[config.mk]
export PLATFORM = sky130hd
export DESIGN_NAME = ps2_cmd_arbiter_flat
export DESIGN_NICKNAME = d
export VERILOG_FILES = /design/src/rtl/ps2_cmd_arbiter_pkg.sv /design/src/rtl/ps2_cmd_arbiter_if.sv /design/src/rtl/ps2_cmd_arbiter_rsp_timer.sv /design/src/rtl/ps2_cmd_arbiter.sv /design/src/flat_wrapper.sv
export SDC_FILE = /design/constraint.sdc
export NUM_CORES = 1
export LEC_CHECK = 0
export ABC_AREA = 0
export BUFFER_PORTS_ARGS = -buffer_cell sky130_fd_sc_hd__clkbuf_2
export CORE_ASPECT_RATIO = 0.9
export CORE_MARGIN = 5
export CORE_UTILIZATION = 54
export CTS_CLUSTER_DIAMETER = 80
export DETAILED_ROUTE_END_ITERATION = 16
export PLACE_DENSITY = 0.79
export SLEW_MARGIN = 20
export SYNTH_ARGS = -nofsm -noshare
export SYNTH_HDL_FRONTEND = slang
export SYNTH_SLANG_ARGS = --single-unit
[constraint.sdc]
create_clock -name clk -period 2.3 [get_ports clk]
set_input_delay 0.345 -clock clk [delete_from_list [all_inputs] [get_ports clk]]
set_output_delay 0.345 -clock clk [all_outputs]
set_load 0.1 [all_outputs]
[src/rtl/ps2_cmd_arbiter_pkg.sv]
// Shared types and byte codes for the PS/2 command arbiter.
// Holds the FSM state encoding, device response codes and host command codes.
package ps2_pkg;

  typedef enum logic [2:0] {
    IDLE,
    SEND,
    WAIT_TX,
    WAIT_RSP,
    FINISH,
    FAIL
  } state_t;

  localparam logic [7:0] BYTE_ACK    = 8'hFA;
  localparam logic [7:0] BYTE_RESEND = 8'hFE;
  localparam logic [7:0] BYTE_BAT_OK = 8'hAA;

  localparam logic [7:0] CMD_RESET     = 8'hFF;
  localparam logic [7:0] CMD_ENABLE    = 8'hF4;
  localparam logic [7:0] CMD_SET_LEDS  = 8'hED;
  localparam logic [7:0] CMD_TYPEMATIC = 8'hF3;

  // Counter width able to hold values 0..n-1, never narrower than one bit.
  function automatic int unsigned cnt_width(input int unsigned n);
    return (n > 1) ? $clog2(n) : 1;
  endfunction

endpackage

[src/rtl/ps2_cmd_arbiter_if.sv]
// Requester and PS/2 host-engine signals of the command arbiter.
// slave is the arbiter side, master is the requester/host-engine side.
interface ps2_cmd_arbiter_if;

  logic [1:0]  req;
  logic [15:0] req_cmd;
  logic [15:0] req_arg;
  logic [1:0]  req_has_arg;
  logic [1:0]  gnt;
  logic [1:0]  done;
  logic [1:0]  err;
  logic        busy;

  logic        ps2_wr_stb;
  logic [7:0]  ps2_wr_data;
  logic        ps2_tx_done;
  logic        ps2_rddata_valid;
  logic [7:0]  ps2_rd_data;

  logic        scan_valid;
  logic [7:0]  scan_data;

  modport slave (
    input  req, req_cmd, req_arg, req_has_arg,
    input  ps2_tx_done, ps2_rddata_valid, ps2_rd_data,
    output gnt, done, err, busy,
    output ps2_wr_stb, ps2_wr_data,
    output scan_valid, scan_data
  );

  modport master (
    output req, req_cmd, req_arg, req_has_arg,
    output ps2_tx_done, ps2_rddata_valid, ps2_rd_data,
    input  gnt, done, err, busy,
    input  ps2_wr_stb, ps2_wr_data,
    input  scan_valid, scan_data
  );

endinterface

[src/rtl/ps2_cmd_arbiter_rsp_timer.sv]
// Loadable saturating response timer; expired flags the last cycle of the window.
module ps2_rsp_timer
  import ps2_pkg::*;
#(
  parameter int unsigned LIMIT = 2000000,
  localparam int unsigned W = cnt_width(LIMIT)
) (
  input  logic         clk,
  input  logic         rst,
  input  logic         clear,
  input  logic         load,
  input  logic [W-1:0] load_val,
  input  logic         en,
  output logic         expired
);

  localparam logic [W-1:0] CNT_MAX  = '1;
  localparam logic [W-1:0] CNT_LAST = W'(LIMIT - 1);

  logic [W-1:0] count;

  // Holds at all-ones so a long wait can never wrap back into range.
  always_ff @(posedge clk) begin
    if (rst) begin
      count <= '0;
    end else if (clear) begin
      count <= '0;
    end else if (load) begin
      count <= load_val;
    end else if (en && (count != CNT_MAX)) begin
      count <= count + 1'b1;
    end
  end

  assign expired = (count == CNT_LAST);

endmodule

[src/rtl/ps2_cmd_arbiter.sv]
// Shares the PS/2 host transmit channel between two command requesters.
// Define PS2_ARB_ROUND_ROBIN_EN for alternating arbitration; default is fixed priority.
module ps2_cmd_arbiter
  import ps2_pkg::*;
#(
  parameter int unsigned ACK_TIMEOUT = 2000000,
  parameter int unsigned MAX_RETRY   = 3,
  parameter logic [7:0]  BYTE_ACK    = ps2_pkg::BYTE_ACK,
  parameter logic [7:0]  BYTE_RESEND = ps2_pkg::BYTE_RESEND
) (
  input logic          clk,
  input logic          rst,
  ps2_cmd_arbiter_if.slave bus
);

  localparam int unsigned TW = cnt_width(ACK_TIMEOUT);
  localparam int unsigned RW = cnt_width(MAX_RETRY + 1);

  state_t          state;
  logic            owner;
  logic [7:0]      cur_cmd;
  logic [7:0]      cur_arg;
  logic            cur_has_arg;
  logic            on_arg;
  logic [RW-1:0]   retries;
  logic            winner;
  logic            rsp_ack;
  logic            rsp_resend;
  logic            consume;
  logic            timer_clear;
  logic            timer_en;
  logic            timer_expired;
  logic [7:0]      cur_byte;

`ifdef PS2_ARB_ROUND_ROBIN_EN
  logic            ptr;

  always_comb begin
    winner = bus.req[ptr] ? ptr : ~ptr;
  end

  always_ff @(posedge clk) begin
    if (rst) begin
      ptr <= 1'b0;
    end else if ((state == IDLE) && (|bus.req)) begin
      ptr <= ~winner;
    end
  end
`else
  always_comb begin
    winner = ~bus.req[0];
  end
`endif

  assign rsp_ack     = (state == WAIT_RSP) && bus.ps2_rddata_valid && (bus.ps2_rd_data == BYTE_ACK);
  assign rsp_resend  = (state == WAIT_RSP) && bus.ps2_rddata_valid && (bus.ps2_rd_data == BYTE_RESEND);
  assign consume     = rsp_ack || rsp_resend;
  assign timer_clear = (state == WAIT_TX) && bus.ps2_tx_done;
  assign timer_en    = (state == WAIT_RSP);
  assign cur_byte    = on_arg ? cur_arg : cur_cmd;

  ps2_rsp_timer #(
    .LIMIT(ACK_TIMEOUT)
  ) u_timer (
    .clk      (clk),
    .rst      (rst),
    .clear    (timer_clear),
    .load     (1'b0),
    .load_val ('0),
    .en       (timer_en),
    .expired  (timer_expired)
  );

  // The strobe is raised on the edge that enters SEND, so it is high exactly for the SEND cycle.
  always_ff @(posedge clk) begin
    if (rst) begin
      state           <= IDLE;
      owner           <= 1'b0;
      cur_cmd         <= '0;
      cur_arg         <= '0;
      cur_has_arg     <= 1'b0;
      on_arg          <= 1'b0;
      retries         <= '0;
      bus.gnt         <= '0;
      bus.done        <= '0;
      bus.err         <= '0;
      bus.busy        <= 1'b0;
      bus.ps2_wr_stb  <= 1'b0;
      bus.ps2_wr_data <= '0;
    end else begin
      bus.gnt        <= '0;
      bus.done       <= '0;
      bus.err        <= '0;
      bus.ps2_wr_stb <= 1'b0;
      unique case (state)
        IDLE: begin
          if (|bus.req) begin
            owner           <= winner;
            cur_cmd         <= winner ? bus.req_cmd[15:8] : bus.req_cmd[7:0];
            cur_arg         <= winner ? bus.req_arg[15:8] : bus.req_arg[7:0];
            cur_has_arg     <= bus.req_has_arg[winner];
            on_arg          <= 1'b0;
            retries         <= '0;
            bus.gnt         <= 2'b01 << winner;
            bus.busy        <= 1'b1;
            bus.ps2_wr_stb  <= 1'b1;
            bus.ps2_wr_data <= winner ? bus.req_cmd[15:8] : bus.req_cmd[7:0];
            state           <= SEND;
          end
        end
        SEND: begin
          state <= WAIT_TX;
        end
        WAIT_TX: begin
          if (bus.ps2_tx_done) begin
            state <= WAIT_RSP;
          end
        end
        WAIT_RSP: begin
          // An ACK wins over a timeout expiring in the same cycle.
          if (rsp_ack) begin
            if (!on_arg && cur_has_arg) begin
              on_arg          <= 1'b1;
              retries         <= '0;
              bus.ps2_wr_stb  <= 1'b1;
              bus.ps2_wr_data <= cur_arg;
              state           <= SEND;
            end else begin
              bus.done <= 2'b01 << owner;
              state    <= FINISH;
            end
          end else if (rsp_resend || timer_expired) begin
            if (retries < RW'(MAX_RETRY)) begin
              retries         <= retries + 1'b1;
              bus.ps2_wr_stb  <= 1'b1;
              bus.ps2_wr_data <= cur_byte;
              state           <= SEND;
            end else begin
              bus.err <= 2'b01 << owner;
              state   <= FAIL;
            end
          end
        end
        FINISH, FAIL: begin
          bus.busy <= 1'b0;
          state    <= IDLE;
        end
        default: begin
          state <= IDLE;
        end
      endcase
    end
  end

  // Everything except ACK/RESEND taken as a protocol response reaches the decoder.
  always_ff @(posedge clk) begin
    if (rst) begin
      bus.scan_valid <= 1'b0;
      bus.scan_data  <= '0;
    end else begin
      bus.scan_valid <= bus.ps2_rddata_valid && !consume;
      if (bus.ps2_rddata_valid && !consume) begin
        bus.scan_data <= bus.ps2_rd_data;
      end
    end
  end

endmodule

[src/flat_wrapper.sv]
// flat-port wrapper written by rule: the top's interface ports become plain ports
module ps2_cmd_arbiter_flat import ps2_pkg::*;
#(
  parameter int unsigned ACK_TIMEOUT = 2000000,
  parameter int unsigned MAX_RETRY   = 3,
  parameter logic [7:0]  BYTE_ACK    = ps2_pkg::BYTE_ACK,
  parameter logic [7:0]  BYTE_RESEND = ps2_pkg::BYTE_RESEND
)
  (clk, rst, bus_req, bus_req_cmd, bus_req_arg, bus_req_has_arg, bus_ps2_tx_done, bus_ps2_rddata_valid, bus_ps2_rd_data, bus_gnt, bus_done, bus_err, bus_busy, bus_ps2_wr_stb, bus_ps2_wr_data, bus_scan_valid, bus_scan_data);
  ps2_cmd_arbiter_if bus_i ();
  input logic clk;
  input logic rst;
  input wire logic [$bits(bus_i.req)-1:0] bus_req;
  input wire logic [$bits(bus_i.req_cmd)-1:0] bus_req_cmd;
  input wire logic [$bits(bus_i.req_arg)-1:0] bus_req_arg;
  input wire logic [$bits(bus_i.req_has_arg)-1:0] bus_req_has_arg;
  input wire logic [$bits(bus_i.ps2_tx_done)-1:0] bus_ps2_tx_done;
  input wire logic [$bits(bus_i.ps2_rddata_valid)-1:0] bus_ps2_rddata_valid;
  input wire logic [$bits(bus_i.ps2_rd_data)-1:0] bus_ps2_rd_data;
  output wire logic [$bits(bus_i.gnt)-1:0] bus_gnt;
  output wire logic [$bits(bus_i.done)-1:0] bus_done;
  output wire logic [$bits(bus_i.err)-1:0] bus_err;
  output wire logic [$bits(bus_i.busy)-1:0] bus_busy;
  output wire logic [$bits(bus_i.ps2_wr_stb)-1:0] bus_ps2_wr_stb;
  output wire logic [$bits(bus_i.ps2_wr_data)-1:0] bus_ps2_wr_data;
  output wire logic [$bits(bus_i.scan_valid)-1:0] bus_scan_valid;
  output wire logic [$bits(bus_i.scan_data)-1:0] bus_scan_data;
  assign bus_i.req = bus_req;
  assign bus_i.req_cmd = bus_req_cmd;
  assign bus_i.req_arg = bus_req_arg;
  assign bus_i.req_has_arg = bus_req_has_arg;
  assign bus_i.ps2_tx_done = bus_ps2_tx_done;
  assign bus_i.ps2_rddata_valid = bus_ps2_rddata_valid;
  assign bus_i.ps2_rd_data = bus_ps2_rd_data;
  assign bus_gnt = bus_i.gnt;
  assign bus_done = bus_i.done;
  assign bus_err = bus_i.err;
  assign bus_busy = bus_i.busy;
  assign bus_ps2_wr_stb = bus_i.ps2_wr_stb;
  assign bus_ps2_wr_data = bus_i.ps2_wr_data;
  assign bus_scan_valid = bus_i.scan_valid;
  assign bus_scan_data = bus_i.scan_data;
  ps2_cmd_arbiter #(.ACK_TIMEOUT(ACK_TIMEOUT), .MAX_RETRY(MAX_RETRY), .BYTE_ACK(BYTE_ACK), .BYTE_RESEND(BYTE_RESEND)) u_core (.clk(clk), .rst(rst), .bus(bus_i));
endmodule
Word level (Yosys, flattened, before mapping)
Cells that the tools add are included.
Widths: inputs -> output; s select.
{ "classes": {"n_addsub": 2, "magnitude_cmp": 2, "eq_ne": 16, "shift": 2, "muxes": 36, "bitwise": 6, "reduce_logical": 25} }
{ "ops": {"columns": ["operator", "count"], "rows": [
  ["$mux 8", 8],
  ["$add 21x1->21 const B", 1],
  ["$eq 21x21->1 const B", 1],
  ["$ne 21x21->1 const B", 1],
  ["$mux 3", 6],
  ["$eq 8x8->1 const B", 2],
  ["$pmux 8 s2", 1],
  ["$pmux 3 s4", 1],
  ["$mux 1", 11],
  ["$mux 2", 5],
  ["$logic_and 1x1->1", 7],
  ["$eq 3x2->1 const B", 2],
  ["$eq 3x3->1 const B", 2],
  ["$ne 2x1->1 const B", 3],
  ["$ne 3x1->1 const B", 2],
  ["$not 1->1", 6],
  ["$pmux 1 s2", 3],
  ["$reduce_or 2->1", 3],
  ["$reduce_and 5->1", 1],
  ["$reduce_or 5->1", 1],
  ["$pmux 2 s2", 1],
  ["$reduce_and 2->1", 2],
  ["$reduce_and 4->1", 1],
  ["$reduce_bool 2->1", 2],
  ["other kinds (13)", 16]
]} }
{ "totals": {"reg_bits": 70, "output_inout_bits": 25, "wordCells": 105} }

Logic depth before layout (Yosys ltp)
{ "depth": {"word_depth": 7, "depth_mapped": 8, "depth_no_buf": 6} }

Cells and area by module
Synthesis repeated with hierarchy kept, for this count alone.
{ "unflattened": {"cells_unflattened": 388, "area_unflattened_um2": 3519.6} }
{ "by_module_without_submodules": {"columns": ["mod", "instances", "cells_each", "area_each_um2"], "rows": [
  ["ps2_cmd_arbiter", 1, 231, 2228.4],
  ["ps2_rsp_timer", 1, 157, 1291.2]
]} }

Worst setup path before layout
Ideal clock, no wire load.
{ "synth_timing": {"path_kind": "reg-to-reg", "from": "register u_core.u_timer.count[7]", "to": "register u_core.retries[0]", "t_arrival_ns": 1.841, "t_required_ns": 2.227, "setup_slack_ns": 0.386, "path_stages_with_launch": 6, "n_path_buf": 0, "synth_period_minus_slack_ns": 1.914, "path_cell_list": "dfxtp_1 -> or4_4 -> nor4_4 -> a31oi_1 -> or4_4 -> o22ai_2"} }
{ "synth_between": {"elab_chain_cells": 4} }
{ "synth_rtl": {"columns": ["item", "line", "rtl"], "rows": [
  ["from (decl)", "ps2_cmd_arbiter_rsp_timer.sv:20", "logic [W-1:0] count;"],
  ["from (signal assigned)", "ps2_cmd_arbiter_rsp_timer.sv:29", "count <= load_val;"],
  ["from (signal assigned)", "ps2_cmd_arbiter_rsp_timer.sv:31", "count <= count + 1'b1;"],
  ["$eq 21x21->1", "ps2_cmd_arbiter_rsp_timer.sv:35", "assign expired = (count == CNT_LAST);"],
  ["$logic_or 1x1->1", "ps2_cmd_arbiter.sv:132", "end else if (rsp_resend || timer_expired) begin"],
  ["$ne 3x1->1 (no source line)", null, null],
  ["$reduce_and 5->1 (no source line)", null, null],
  ["to (signal assigned)", "ps2_cmd_arbiter.sv:134", "retries <= retries + 1'b1;"],
  ["to (decl)", "ps2_cmd_arbiter.sv:25", "logic [RW-1:0] retries;"]
]} }
No other way between the ends.
A chain may end at the register's enable or synchronous reset.

Final worst setup path
{ "layout_timing": {"from": "register u_core.u_timer.count[7]", "to": "register u_core.bus.ps2_wr_stb"} }
{ "layout_between": {"elab_chain_cells": 5} }
{ "layout_rtl": {"columns": ["item", "line", "rtl"], "rows": [
  ["$eq 21x21->1", "ps2_cmd_arbiter_rsp_timer.sv:35", null],
  ["$logic_or 1x1->1", "ps2_cmd_arbiter.sv:132", null],
  ["$mux 1", "ps2_cmd_arbiter.sv:132", null],
  ["$mux 1", "ps2_cmd_arbiter.sv:121", "if (rsp_ack) begin"],
  ["$pmux 1 s2", "ps2_cmd_arbiter.sv:95", "unique case (state)"],
  ["to (signal assigned)", "ps2_cmd_arbiter.sv:94", "bus.ps2_wr_stb <= 1'b0;"],
  ["to (signal assigned)", "ps2_cmd_arbiter.sv:125", "bus.ps2_wr_stb <= 1'b1;"],
  ["to (signal assigned)", "ps2_cmd_arbiter.sv:135", "bus.ps2_wr_stb <= 1'b1;"],
  ["to (decl)", "ps2_cmd_arbiter_if.sv:27", "output ps2_wr_stb, ps2_wr_data,"]
]} }
No other way between the ends.

==> run_results.csv <==
group,metric,value,unit
timing,fin_ws,0.203,ns
critical_path,cp_max_fo,7,
critical_path,crit_arrival,2.35,ns
timing,fin_crit,2.10,ns
finish,seqCellArea,1400,sq um
place,place_ws,-0.0657,ns
finish,drive_gt1_share,26.8,%
floorplan,pin_count,73,
timing,period_share,91.2,%
clock_tree,clk_pin_slew,0.08,ns
route,drt_iter0_drc,174,
clock_tree,insertion_delay,0.34,ns
critical_path,worstPathCellList,"or4_4 > nor4_4 > a31oi_1 > or4_4 > o21ai_0",
critical_path,max_stage_delay,0.57,ns
synthesis,yosys_warnings,0,
floorplan,die_x,93.1,um
finish,multiInputGateArea,1870,sq um
clock_tree,cts_root_buffer,"clkbuf_8",
global_route,antenna_found_initial,0,
power,power_per_cell_area,778,nW/um^2
route,remaining_drc_errors,0,
route,firstDrtPassIters,4,
floorplan,start_util,55.2,%
timing,skew,0.00852,ns
timing,finalSetupViolCount,0,
floorplan,dieHeight,84.8,um
synthesis,synth_seq_cells,70,
critical_path,critPathCaptureType,"flop",
clock_tree,htree_levels,3,
synthesis,synth.avg_cell_area,9.02,sq um
timing,slew_headroom,50.3,%
synthesis,synthTopCellsByArea,"dfxtp_1 (42%), mux2i_1 (9.8%), nor2_1 (4.9%)",
clock_tree,post-cts-setup-buffers,0,
min_path,hp-class,"input port to flop",
timing,slew_violations,0,
synthesis,seq_area_frac_synth,41.8,%
timing,worst_pin_slew,0.743,ns
outcome,outcome,"complete, no violations",
critical_path,critPathKind,"flop to flop",
power,ir_drop,0.000460,V
global_route,grt_pass1_wl,12800,um
route,routedWlPerCell,15.0,um
finish,layout.nets,492,
finish,area_growth,20.6,%
clock_tree,cts_buffers,9,
synthesis,synth_top_cell_by_area,"dfxtp_1",
clock_tree,cts_sinks,70,
global_route,grt_max_degree,39,
synthesis,syn_nets,422,
critical_path,path_common_cell,"or4_4",
synthesis,yosys.cell_count.top_type,"dfxtp_1",
timing,rsz0062_at_grt,"false",
floorplan,fp-row-count,27,
finish,antenna_cells,0,
floorplan,coreArea,6080,sq um
synthesis,synth_common_cells,"dfxtp_1 (70), nor2_1 (44), mux2i_1 (33)",
place,portBuffers,72,
global_route,overflow,0,
timing,hold_viol,0,
synthesis,async_reset_ff_share,0,%
route,wirelength,7790,um
clock_tree,cts-hold-fix-buffers,0,
place,place_congestion,0.868,
critical_path,critPathTopFamily,"simple AND/OR/NAND/NOR gates",
floorplan,die_area,7890,sq um
synthesis,synth_top_flop_cell,"dfxtp_1",
place,dpl.hpwl,5700,um
synthesis,synth_edf_count,0,
route,avgViaCountPerCell,5.81,
route,num_vias,3014,
finish,fillers,513,
critical_path,start_kind,"flop",
clock_tree,cts_tree,"built",
flow_run,max-cap-violations,0,
synthesis,yosysTopAreaCellShare,41.8,%
critical_path,slowest_stage,"or4_4",
clock_tree,ctsLongestPathBuffers,2,
synthesis,netlist_instances,372,
route,ant_nets,0,
critical_path,worstPathRequired,2.55,ns
synthesis,synth_area,3360,sq um
timing,hold_ws,0.247,ns
finish,final_core_util,66.5,%
timing,max_freq,477,MHz
synthesis,synth_cell_types,51,
global_route,grtUsageTotal,20.0,%
global_route,grt_pass1_vias,2715,
power,leakagePower,1.65,nW
critical_path,worstPathBufferInverterCount,0,
## through the flow
step                      TNS, ns  instance area (sq um)  power (W)  instances
after floorplan                 0                   3360    0.00189        372
after global placement          0                   3800    0.00203        503
after detailed placement   -0.483                   3800    0.00205        503
after CTS                       0                   4050    0.00319        519
after global routing            0                   4050    0.00329        519
final                           0                   4050    0.00315        519
## cell families (layout without fill, tap and decap cells)
family          Yosys count  after routing  share of synthesized area [%]
compound gates           83             83                           16.9
xor+xnor                  7              7                           1.83
fa+ha+maj                 2              2                          0.746
buf+inv                  28            103                           3.43
flops                    70             70                           41.8
mux                      41             41                           12.5
simple gates            141            141                           22.8
## power breakdown
group,internal (W),switching (W),total [W]
logic,0.000196,0.000481,0.000677
registers,0.00130,0.0000504,0.00135
clock network,0.000647,0.000477,0.00112
## flip-flops by register name, indices dropped and copies added, names as in the netlist
signal,cells
u_core.cur_cmd,8
u_core.u_timer.count,21
u_core.bus.busy,1
u_core.state,3
u_core.cur_arg,8
u_core.bus.ps2_wr_data,8
u_core.bus.ps2_wr_stb,1
u_core.bus.gnt,2
u_core.bus.err,2
u_core.on_arg,1
u_core.bus.scan_valid,1
u_core.retries,2
u_core.bus.done,2
u_core.bus.scan_data,8
u_core.cur_has_arg,1
u_core.owner,1
## cells in the final DEF, fill, tap and decap left out, drive strengths merged, types with 2 or more instances in the layout
| cell | count |
|---|---|
| clkbuf | 82 |
| a31o | 2 |
| inv | 5 |
| and3 | 2 |
| o311ai | 2 |
| dfxtp | 70 |
| nand2b | 12 |
| mux2i | 33 |
| a21oi | 19 |
| nor4 | 6 |
| or3 | 5 |
| and4 | 4 |
| o22ai | 2 |
| o21ai | 17 |
| and2 | 2 |
| mux2 | 8 |
| ha | 2 |
| nand4 | 7 |
| nand3 | 11 |
| nand2 | 20 |
| nor3 | 12 |
| o21a | 4 |
| clkinv | 2 |
| o31a | 2 |
| o31ai | 5 |
| a31oi | 5 |
| nor3b | 2 |
| nor2 | 44 |
| buf | 11 |
| bufinv | 2 |
| a41oi | 2 |
| xnor2 | 7 |
| a211oi | 19 |
| or4 | 6 |
| and4b | 2 |
## area by class of cell
| cell class | instances | share of cell area, % |
|---|---|---|
| timing repair buffer | 83 | 10.9 |
| inverter | 4 | 0.371 |
| multi-input combinational | 274 | 46.1 |
| sequential | 70 | 34.6 |
| clock buffer | 10 | 3.40 |
| clock inverter | 6 | 2.32 |
| tap | 72 | 2.23 |
## repair_timing
item                                    CTS  global route
resized for setup                         1             0
endpoints found under the setup margin    9             0
hold endpoints to repair                  0             0
## metal layers
| layer | routed length, um | global-route usage [%] | up-vias |
|---|---|---|---|
| li1 | - | - | 1507 |
| met1 | 3510 | 25.5 | 1417 |
| met2 | 3770 | 31.8 | 80 |
| met4 | 105 | 8.92 | 0 |
| met5 | 0 | 0 | - |
| met3 | 401 | 5.02 | 10 |
## worst min-delay path, stage by stage
cell      delay [ns]
clkbuf_2        0.10
nand2_1         0.06
a21oi_1         0.05
## final timing paths
check	startpoint	to	slack (ns)	cells past startpoint
worst max-delay path	u_core.u_timer.count[7]	u_core.bus.ps2_wr_stb	0.20	5
worst min-delay path	bus_ps2_rd_data[0]	u_core.bus.scan_data[0]	0.25	3
worst max register to register	u_core.u_timer.count[7]	u_core.bus.ps2_wr_stb	0.20	5
worst min register to register	u_core.bus.scan_data[0]	u_core.bus.scan_data[0]	0.45	2
Power figures use the tool's default switching activity.
